File: src/rtl/tdp_ram_pkg.sv
// Shared constants, FSM state type and byte-enable merge helper for the
// parametrised true dual-port RAM.
package tdp_ram_pkg;

  localparam int RDW_READ_FIRST  = 0;
  localparam int RDW_WRITE_FIRST = 1;

  // Widest word the merge helper handles; callers zero-extend into it.
  localparam int MAX_DATA_W = 256;
  localparam int MAX_BE_W   = MAX_DATA_W / 8;

  typedef enum logic [0:0] {
    S_CLEAR = 1'b0,
    S_READY = 1'b1
  } state_t;

  function automatic logic [MAX_DATA_W-1:0] be_merge(
    input logic [MAX_DATA_W-1:0] old_w,
    input logic [MAX_DATA_W-1:0] new_w,
    input logic [MAX_BE_W-1:0]   be
  );
    logic [MAX_DATA_W-1:0] res;
    res = old_w;
    for (int i = 0; i < MAX_BE_W; i++) begin
      if (be[i]) res[8*i +: 8] = new_w[8*i +: 8];
    end
    return res;
  endfunction

endpackage

File: src/rtl/tdp_ram_port_pipe.sv
// Per-port read return path: optional output register stage for rvalid/data.
// Data only loads on a valid beat so dout holds between returns.
module tdp_ram_port_pipe #(
  parameter int DATA_W  = 8,
  parameter int OUT_REG = 0
) (
  input  logic              clk_i,
  input  logic              rst_n_i,
  input  logic              vld_i,
  input  logic [DATA_W-1:0] data_i,
  output logic              vld_o,
  output logic [DATA_W-1:0] data_o
);

  logic              vld_q;
  logic [DATA_W-1:0] data_q;

  always_ff @(posedge clk_i or negedge rst_n_i) begin
    if (!rst_n_i) begin
      vld_q  <= 1'b0;
      data_q <= '0;
    end else begin
      vld_q <= vld_i;
      if (vld_i) data_q <= data_i;
    end
  end

  assign vld_o  = (OUT_REG != 0) ? vld_q  : vld_i;
  assign data_o = (OUT_REG != 0) ? data_q : data_i;

endmodule

File: src/rtl/tdp_ram_param.sv
// Single-clock true dual-port RAM with byte enables, A-priority collision
// resolution, selectable read-during-write and a post-reset clear sweep.
//
// state   | meaning
// S_CLEAR | sweeping zeros into every word; requests dropped, init_busy high
// S_READY | normal two-port operation until the next reset
module tdp_ram_param
  import tdp_ram_pkg::*;
#(
  parameter int DATA_W   = 8,
  parameter int ADDR_W   = 3,
  parameter int RDW_MODE = 0,
  parameter int OUT_REG  = 0,
  parameter int CLEAR_EN = 1
) (
  input  logic                clk_i,
  input  logic                rst_n_i,
  output logic                init_busy_o,
  input  logic                a_en_i,
  input  logic                a_we_i,
  input  logic [DATA_W/8-1:0] a_be_i,
  input  logic [ADDR_W-1:0]   a_addr_i,
  input  logic [DATA_W-1:0]   a_din_i,
  output logic [DATA_W-1:0]   a_dout_o,
  output logic                a_rvalid_o,
  input  logic                b_en_i,
  input  logic                b_we_i,
  input  logic [DATA_W/8-1:0] b_be_i,
  input  logic [ADDR_W-1:0]   b_addr_i,
  input  logic [DATA_W-1:0]   b_din_i,
  output logic [DATA_W-1:0]   b_dout_o,
  output logic                b_rvalid_o,
  output logic                collision_o
);

  localparam int BE_W  = DATA_W / 8;
  localparam int DEPTH = 1 << ADDR_W;
  localparam logic [ADDR_W-1:0] CLR_LAST  = ADDR_W'(DEPTH - 1);
  localparam state_t            RST_STATE = (CLEAR_EN != 0) ? S_CLEAR : S_READY;

  if ((DATA_W % 8) != 0 || DATA_W < 8 || DATA_W > MAX_DATA_W) begin : g_bad_data_w
    $error("tdp_ram_param: DATA_W must be a multiple of 8 between 8 and %0d", MAX_DATA_W);
  end

  function automatic logic [DATA_W-1:0] merge_w(
    input logic [DATA_W-1:0] old_w,
    input logic [DATA_W-1:0] new_w,
    input logic [BE_W-1:0]   be
  );
    return DATA_W'(be_merge(MAX_DATA_W'(old_w), MAX_DATA_W'(new_w), MAX_BE_W'(be)));
  endfunction

  logic [DATA_W-1:0] mem [DEPTH];

  state_t            state_q, state_d;
  logic [ADDR_W-1:0] clr_cnt_q, clr_cnt_d;
  logic              coll_q, coll_d;
  logic              a_vld_q, b_vld_q;
  logic [DATA_W-1:0] a_rdata_q, b_rdata_q;

  logic              ready, same_addr;
  logic              a_acc, b_acc, a_wr, b_wr;
  logic [DATA_W-1:0] a_new, b_new, a_rdata_d, b_rdata_d;

  always_comb begin
    state_d   = state_q;
    clr_cnt_d = clr_cnt_q;
    if (state_q == S_CLEAR) begin
      clr_cnt_d = clr_cnt_q + ADDR_W'(1);
      if (clr_cnt_q == CLR_LAST) state_d = S_READY;
    end
  end

  // Each port's "new" word applies B's bytes first, then A's, so A wins any
  // overlapping byte and both ports agree on the final word at a shared address.
  always_comb begin
    ready     = (state_q == S_READY);
    same_addr = (a_addr_i == b_addr_i);
    a_acc     = ready & a_en_i;
    b_acc     = ready & b_en_i;
    a_wr      = a_acc & a_we_i;
    b_wr      = b_acc & b_we_i;
    a_new = merge_w(merge_w(mem[a_addr_i], b_din_i, (b_wr && same_addr) ? b_be_i : '0),
                    a_din_i, a_wr ? a_be_i : '0);
    b_new = merge_w(merge_w(mem[b_addr_i], b_din_i, b_wr ? b_be_i : '0),
                    a_din_i, (a_wr && same_addr) ? a_be_i : '0);
    a_rdata_d = (RDW_MODE == RDW_WRITE_FIRST) ? a_new : mem[a_addr_i];
    b_rdata_d = (RDW_MODE == RDW_WRITE_FIRST) ? b_new : mem[b_addr_i];
    coll_d    = a_acc & b_acc & same_addr & (a_we_i | b_we_i);
  end

  always_ff @(posedge clk_i) begin
    if (state_q == S_CLEAR) begin
      mem[clr_cnt_q] <= '0;
    end else begin
      if (a_wr) mem[a_addr_i] <= a_new;
      if (b_wr) mem[b_addr_i] <= b_new;
    end
  end

  always_ff @(posedge clk_i or negedge rst_n_i) begin
    if (!rst_n_i) begin
      state_q   <= RST_STATE;
      clr_cnt_q <= '0;
      coll_q    <= 1'b0;
      a_vld_q   <= 1'b0;
      b_vld_q   <= 1'b0;
      a_rdata_q <= '0;
      b_rdata_q <= '0;
    end else begin
      state_q   <= state_d;
      clr_cnt_q <= clr_cnt_d;
      coll_q    <= coll_d;
      a_vld_q   <= a_acc;
      b_vld_q   <= b_acc;
      if (a_acc) a_rdata_q <= a_rdata_d;
      if (b_acc) b_rdata_q <= b_rdata_d;
    end
  end

  tdp_ram_port_pipe #(.DATA_W(DATA_W), .OUT_REG(OUT_REG)) u_pipe_a (
    .clk_i   (clk_i),
    .rst_n_i (rst_n_i),
    .vld_i   (a_vld_q),
    .data_i  (a_rdata_q),
    .vld_o   (a_rvalid_o),
    .data_o  (a_dout_o)
  );

  tdp_ram_port_pipe #(.DATA_W(DATA_W), .OUT_REG(OUT_REG)) u_pipe_b (
    .clk_i   (clk_i),
    .rst_n_i (rst_n_i),
    .vld_i   (b_vld_q),
    .data_i  (b_rdata_q),
    .vld_o   (b_rvalid_o),
    .data_o  (b_dout_o)
  );

  assign init_busy_o = (state_q == S_CLEAR);
  assign collision_o = coll_q;

endmodule

File: config.mk
export PLATFORM = sky130hd
export DESIGN_NAME = tdp_ram_param
export DESIGN_NICKNAME = d
export VERILOG_FILES = /design/src/rtl/tdp_ram_pkg.sv /design/src/rtl/tdp_ram_port_pipe.sv /design/src/rtl/tdp_ram_param.sv
export SDC_FILE = /design/constraint.sdc
export NUM_CORES = 1
export LEC_CHECK = 0
export BUFFER_PORTS_ARGS = -buffer_cell sky130_fd_sc_hd__buf_2
export CORE_MARGIN = 2
export CORE_UTILIZATION = 65
export CTS_BUF_LIST = sky130_fd_sc_hd__clkbuf_4 sky130_fd_sc_hd__clkbuf_8
export CTS_CLUSTER_DIAMETER = 30
export CTS_CLUSTER_SIZE = 14
export DETAILED_ROUTE_END_ITERATION = 8
export GPL_ROUTABILITY_DRIVEN = 1
export PLACE_DENSITY_LB_ADDON = 0.25
export SLEW_MARGIN = 20
export SYNTH_ARGS = -nofsm -noshare
export SYNTH_HDL_FRONTEND = slang
export SYNTH_SLANG_ARGS = --single-unit
File: constraint.sdc
create_clock -name clk_i -period 5.2 [get_ports clk_i]
set_clock_uncertainty 0.15 [all_clocks]
set_input_delay 0 -clock clk_i [delete_from_list [all_inputs] [get_ports clk_i]]
set_output_delay 0 -clock clk_i [all_outputs]
set_load 0.02 [all_outputs]
### Word-level counts from Yosys, hierarchy flattened

Memories as Yosys holds them, arrays and structs flattened.
Index checks and enable logic that the tools add are counted.

* add/sub/neg operators: 1
* eq/ne operators: 2
* muxes and demuxes: 20
* bitwise operators: 9
* reduce and logical (&&, ||, !) cells: 3

Operator list (count)
* two-way mux 8 bit: 5
* two-way mux 1 bit: 14
* OR reduction 8 bit: 1
* bitwise AND 1 bit: 7
* adder 3 x 1 -> 3 bit, second input constant: 1
* == test 3 bit: 1
* == test 3 bit, second input constant: 1
* two-way mux 3 bit: 1
* logical AND 1 bit: 2
* NOT 1 bit: 1
* bitwise OR 1 bit: 1

* register bits: 23
* memory bits (writable): 64
* bits of input ports: 30
* output and inout bits: 20
* word-level logic and storage cells: 43
* memories kept: 1

Memories
* mem: depth 8, bits a word 8, rd ports 2, clocked after memory_dff 0, wr ports 2, RTL line tdp_ram_param.sv:53 `logic [DATA_W-1:0] mem [DEPTH];`

### Depth between registers and ports, before layout

* depth after elaboration: 7
* gate-level depth with buffers: 9
* depth with buffers taken out: 6

### Cells and area by module

Synthesis repeated with hierarchy kept, for this count alone.

* cells, all modules: 417
* area, all modules: 5444.0 um^2

By module, submodules not included
* tdp_ram_param: instances 1, cells an instance 399, area each 5308.8 um^2, seq. area each 2497.4 um^2
* tdp_ram_port_pipe: instances 2, cells an instance 9, area each 67.6 um^2, seq. area each 0.0 um^2

### Worst setup path before layout

No wires, ideal clock.

* path type: reg2reg
* start point: register state_q (netlist: ready)
* end point: memory mem[3][0], data pin
* library setup time: 291 ps
* data arrival time: 1936 ps
* required time: 4759 ps
* setup slack: 2823 ps
* cell stages (with the launch flop): 8
* path buffers: 2
* clock period less this slack: 2377 ps
* cells stage by stage: dfrtp_1 -> buf_2 -> and2_1 -> buf_2 -> nand3_1 -> nor2_1 -> mux2i_1 -> mux2i_1

RTL lines
* from (decl): RTL line tdp_ram_param.sv:55 `state_t state_q, state_d;`
* from (signal assigned): RTL line tdp_ram_param.sv:111 `state_q <= state_d;`
* to (decl): RTL line tdp_ram_param.sv:53

==> impl_metrics.toml <==
[timing]
tns_ns = 0
hold_violations = 2
worst_slew_pin_slew_ns = 1.12
post-route-period-util_pct = 74.0
max_freq_ghz = 0.260
finalSetupViolCount = 0
drv_slew = 0
rsz0062_at_grt = "false"
period_minus_slack_ns = 3.85
holdWs_ns = -0.0239
relSlewSlack_pct = 25.3

[pwr]
p_int_mw = 1.11
p_sw_mw = 0.419
netSwitchingFraction_pct = 27.5
p_seq_share_pct = 52.0
p_leak_nw = 2.19
clockPowerShare_pct = 30.8
power_density_nw_per_um2 = 274
power_frac_comb_pct = 17.2
peakVddDrop_uv = 174

[route]
drtPass1Iterations = 7
finalWirelength_um = 14100
routedWlPerCell_um = 26.4
drcViolationCount = 0
vias = 3901
postRouteAntennaNets = 0
drt_iter0_drc = 689
avgViaCountPerCell = 7.29

[logic_synthesis]
synth.top_cell.area_share_pct = 38.5
syn-num-nets = 416
synthXorXnorAreaFrac_pct = 0.701
synth_seq_area_share_pct = 50.0
synth_top_cells_by_area = "edfxtp_1, mux2i_1, dfrtp_1, mux4_2, mux2_2"
synth_area_leader_cell = "edfxtp_1"
synthFlopType = "edfxtp_1"
synth_compound_area_share_pct = 9.64
avgSynthCellArea_um2 = 13.0
synth.most_common_cell = "mux2i_1"
synth_warnings = 0
synth-seq-cells = 87
synthAdderAreaFrac_pct = 0.501
synthSimpleGateAreaFrac_pct = 7.21
synthTopCellsByCount = "mux2i_1, edfxtp_1, a21oi_1, nor2_1"
ys_async_sr_fraction_pct = 26.4
netlist_area_um2 = 4990
synth_cells = 384
synth_top_family_by_area = "multiplexers"
synth-edff-count = 64
synth_cell_type_count = 43
muxShareOfSynthArea_pct = 29.2

[setup_path]
critPathLaunchType = "register"
r2r_cells = 6
arrival_ns = 3.75
timing.rr.end = "mem[5][2]"
critPathLaunch = "ready"
rr_startpoint = "ready"
reg2reg_slack_ns = 1.35
worst-setup-path-type = "reg -> reg"
crit_path_end = "mem[5][2]"
setup.worst_path.end_class = "register"
required_ns = 5.10
cp_max_fo = 23

[floorplanning]
rows = 31
start_util_pct = 68.1
dieArea_um2 = 8400
io_pins = 50
core-area_um2 = 7330
die_x_um = 91.7
dieHeight_um = 91.7

[job]
cap_violations = 0

[finish]
fin_cells = 535
syn2layout_area_growth_pct = 11.4
antennaDiodeCount = 0
nNetsFinal = 463
drive_gt1_share_pct = 28.0
postLayoutCellArea_um2 = 5560

[hold_path]
hp-class = "in -> reg"

[placed_design]
dp_cells = 512
dp_hpwl_um = 9280
gp_congestion = 0.923
io_buffer_count = 49
placed_area_um2 = 5310

[global_routing]
antenna_found_initial = 0
grt_max_degree = 36
grt_pass1_vias = 3792
grt_pass1_wl_um = 21600
overflow = 0
grtUsageTotal_pct = 34.9

[clocking]
post_cts_buffers = 0
clock_sinks = 87
root_buffer = "clkbuf_8"
clk_pin_slew_worst_paths_ns = 0.08
clock_latency_ns = 0.37
numCtsBuffers = 9
htreeDepth = 3
cts_tree = "yes"
clock_path_buffers = 2

[status]
violations = "hold timing"
status = "complete, but fails checks"
## routing by layer
layer,track usage [%],part of all wire (%)
met1,48.0,36
met4,19.8,5.9
met2,52.3,45
met5,0,0
met3,6.98,13
## final cells by class
cell class                 instances  area [µm²]
sequential                        87        2500
multi-input combinational        266        2380
fill                             467        1770
timing repair buffer              64         365
clock buffer                      11         139
tap                               99         124
clock inverter                     5        50.0
inverter                           3        11.3
## power by group through the flow
stage	clock, mW	combinational (mW)	sequential [mW]
floorplan	0	0.150	0.826
global placement	0	0.244	0.806
detailed placement	0	0.252	0.808
CTS	0.466	0.257	0.793
global route	0.497	0.279	0.796
finish	0.470	0.263	0.793
## critical path, stage by stage (launching register included)
cell and delay [ns]:
dfrtp_1 0.54, and2_1 0.67, nand3_2 0.46, o21ai_0 0.55, nor2_1 0.08, a221oi_1 0.89, mux2i_1 0.20
## worst min-delay path by stage
stage	start	endpoint	slack, ns	cells after the start
after floorplan	rst_n_i	a_rdata_q[0]	-0.45	0
after CTS	a_din_i[1]	mem[0][1]	0.01	3
after global placement	rst_n_i	a_rdata_q[4]	-0.16	1
after global routing	a_din_i[3]	mem[5][3]	0.01	3
after detailed placement	rst_n_i	clr_cnt_q[2]	-0.16	1
final	a_din_i[3]	mem[5][3]	-0.02	3
## cells in the final DEF (no fill, tap or decap), types with 2 or more instances in the layout
master / count
nor2_1: 29
buf_2: 49
mux4_2: 23
clkbuf_8: 9
nand3_1: 6
ha_1: 2
dlygate4sd3_1: 5
buf_4: 8
inv_1: 2
clkbuf_4: 2
nand3b_1: 6
a41oi_1: 2
xnor2_1: 4
o22ai_1: 10
o21ai_0: 4
mux2_2: 16
a221o_1: 5
o21bai_2: 2
a221oi_1: 5
clkinv_2: 4
edfxtp_1: 64
nor3_1: 2
mux2i_1: 76
a222oi_1: 4
nor2b_1: 3
and3_1: 5
a21oi_1: 32
nand2_1: 10
o21ai_2: 2
clkbuf_2: 2
and2_1: 2
a22oi_1: 2
dfrtp_1: 23
## metrics by stage
step / utilization (%) / worst slack (ns) / total power, mW
after floorplan: - / 2.82 / 0.975
after global routing: 75.9 / 1.11 / 1.57
final: 75.9 / 1.35 / 1.53
after CTS: 75.6 / 1.48 / 1.51
after global placement: 72.3 / 1.70 / 1.05
after detailed placement: 72.4 / 1.50 / 1.06
## repair_timing
item / 4_1_cts / 5_1_grt
gates resized for setup: 0 / 0
hold buffers: 5 / 0
endpoints found under the hold margin: 24 / 0
## sequential cells by signal (all words and copies together), names as in the netlist
register	count
a_rdata_q	8
clr_cnt_q	3
a_vld_q	1
collision_o	1
mem	64
ready	1
b_vld_q	1
b_rdata_q	8
## cell families (layout without fill, tap and decap cells)
family,Yosys count,count (layout)
compound gates,74,74
buf+inv,31,83
mux,115,115
flops,87,87
fa+ha+maj,2,2
simple gates,71,71
xor+xnor,4,4
Power figures use the tool's default switching activity.
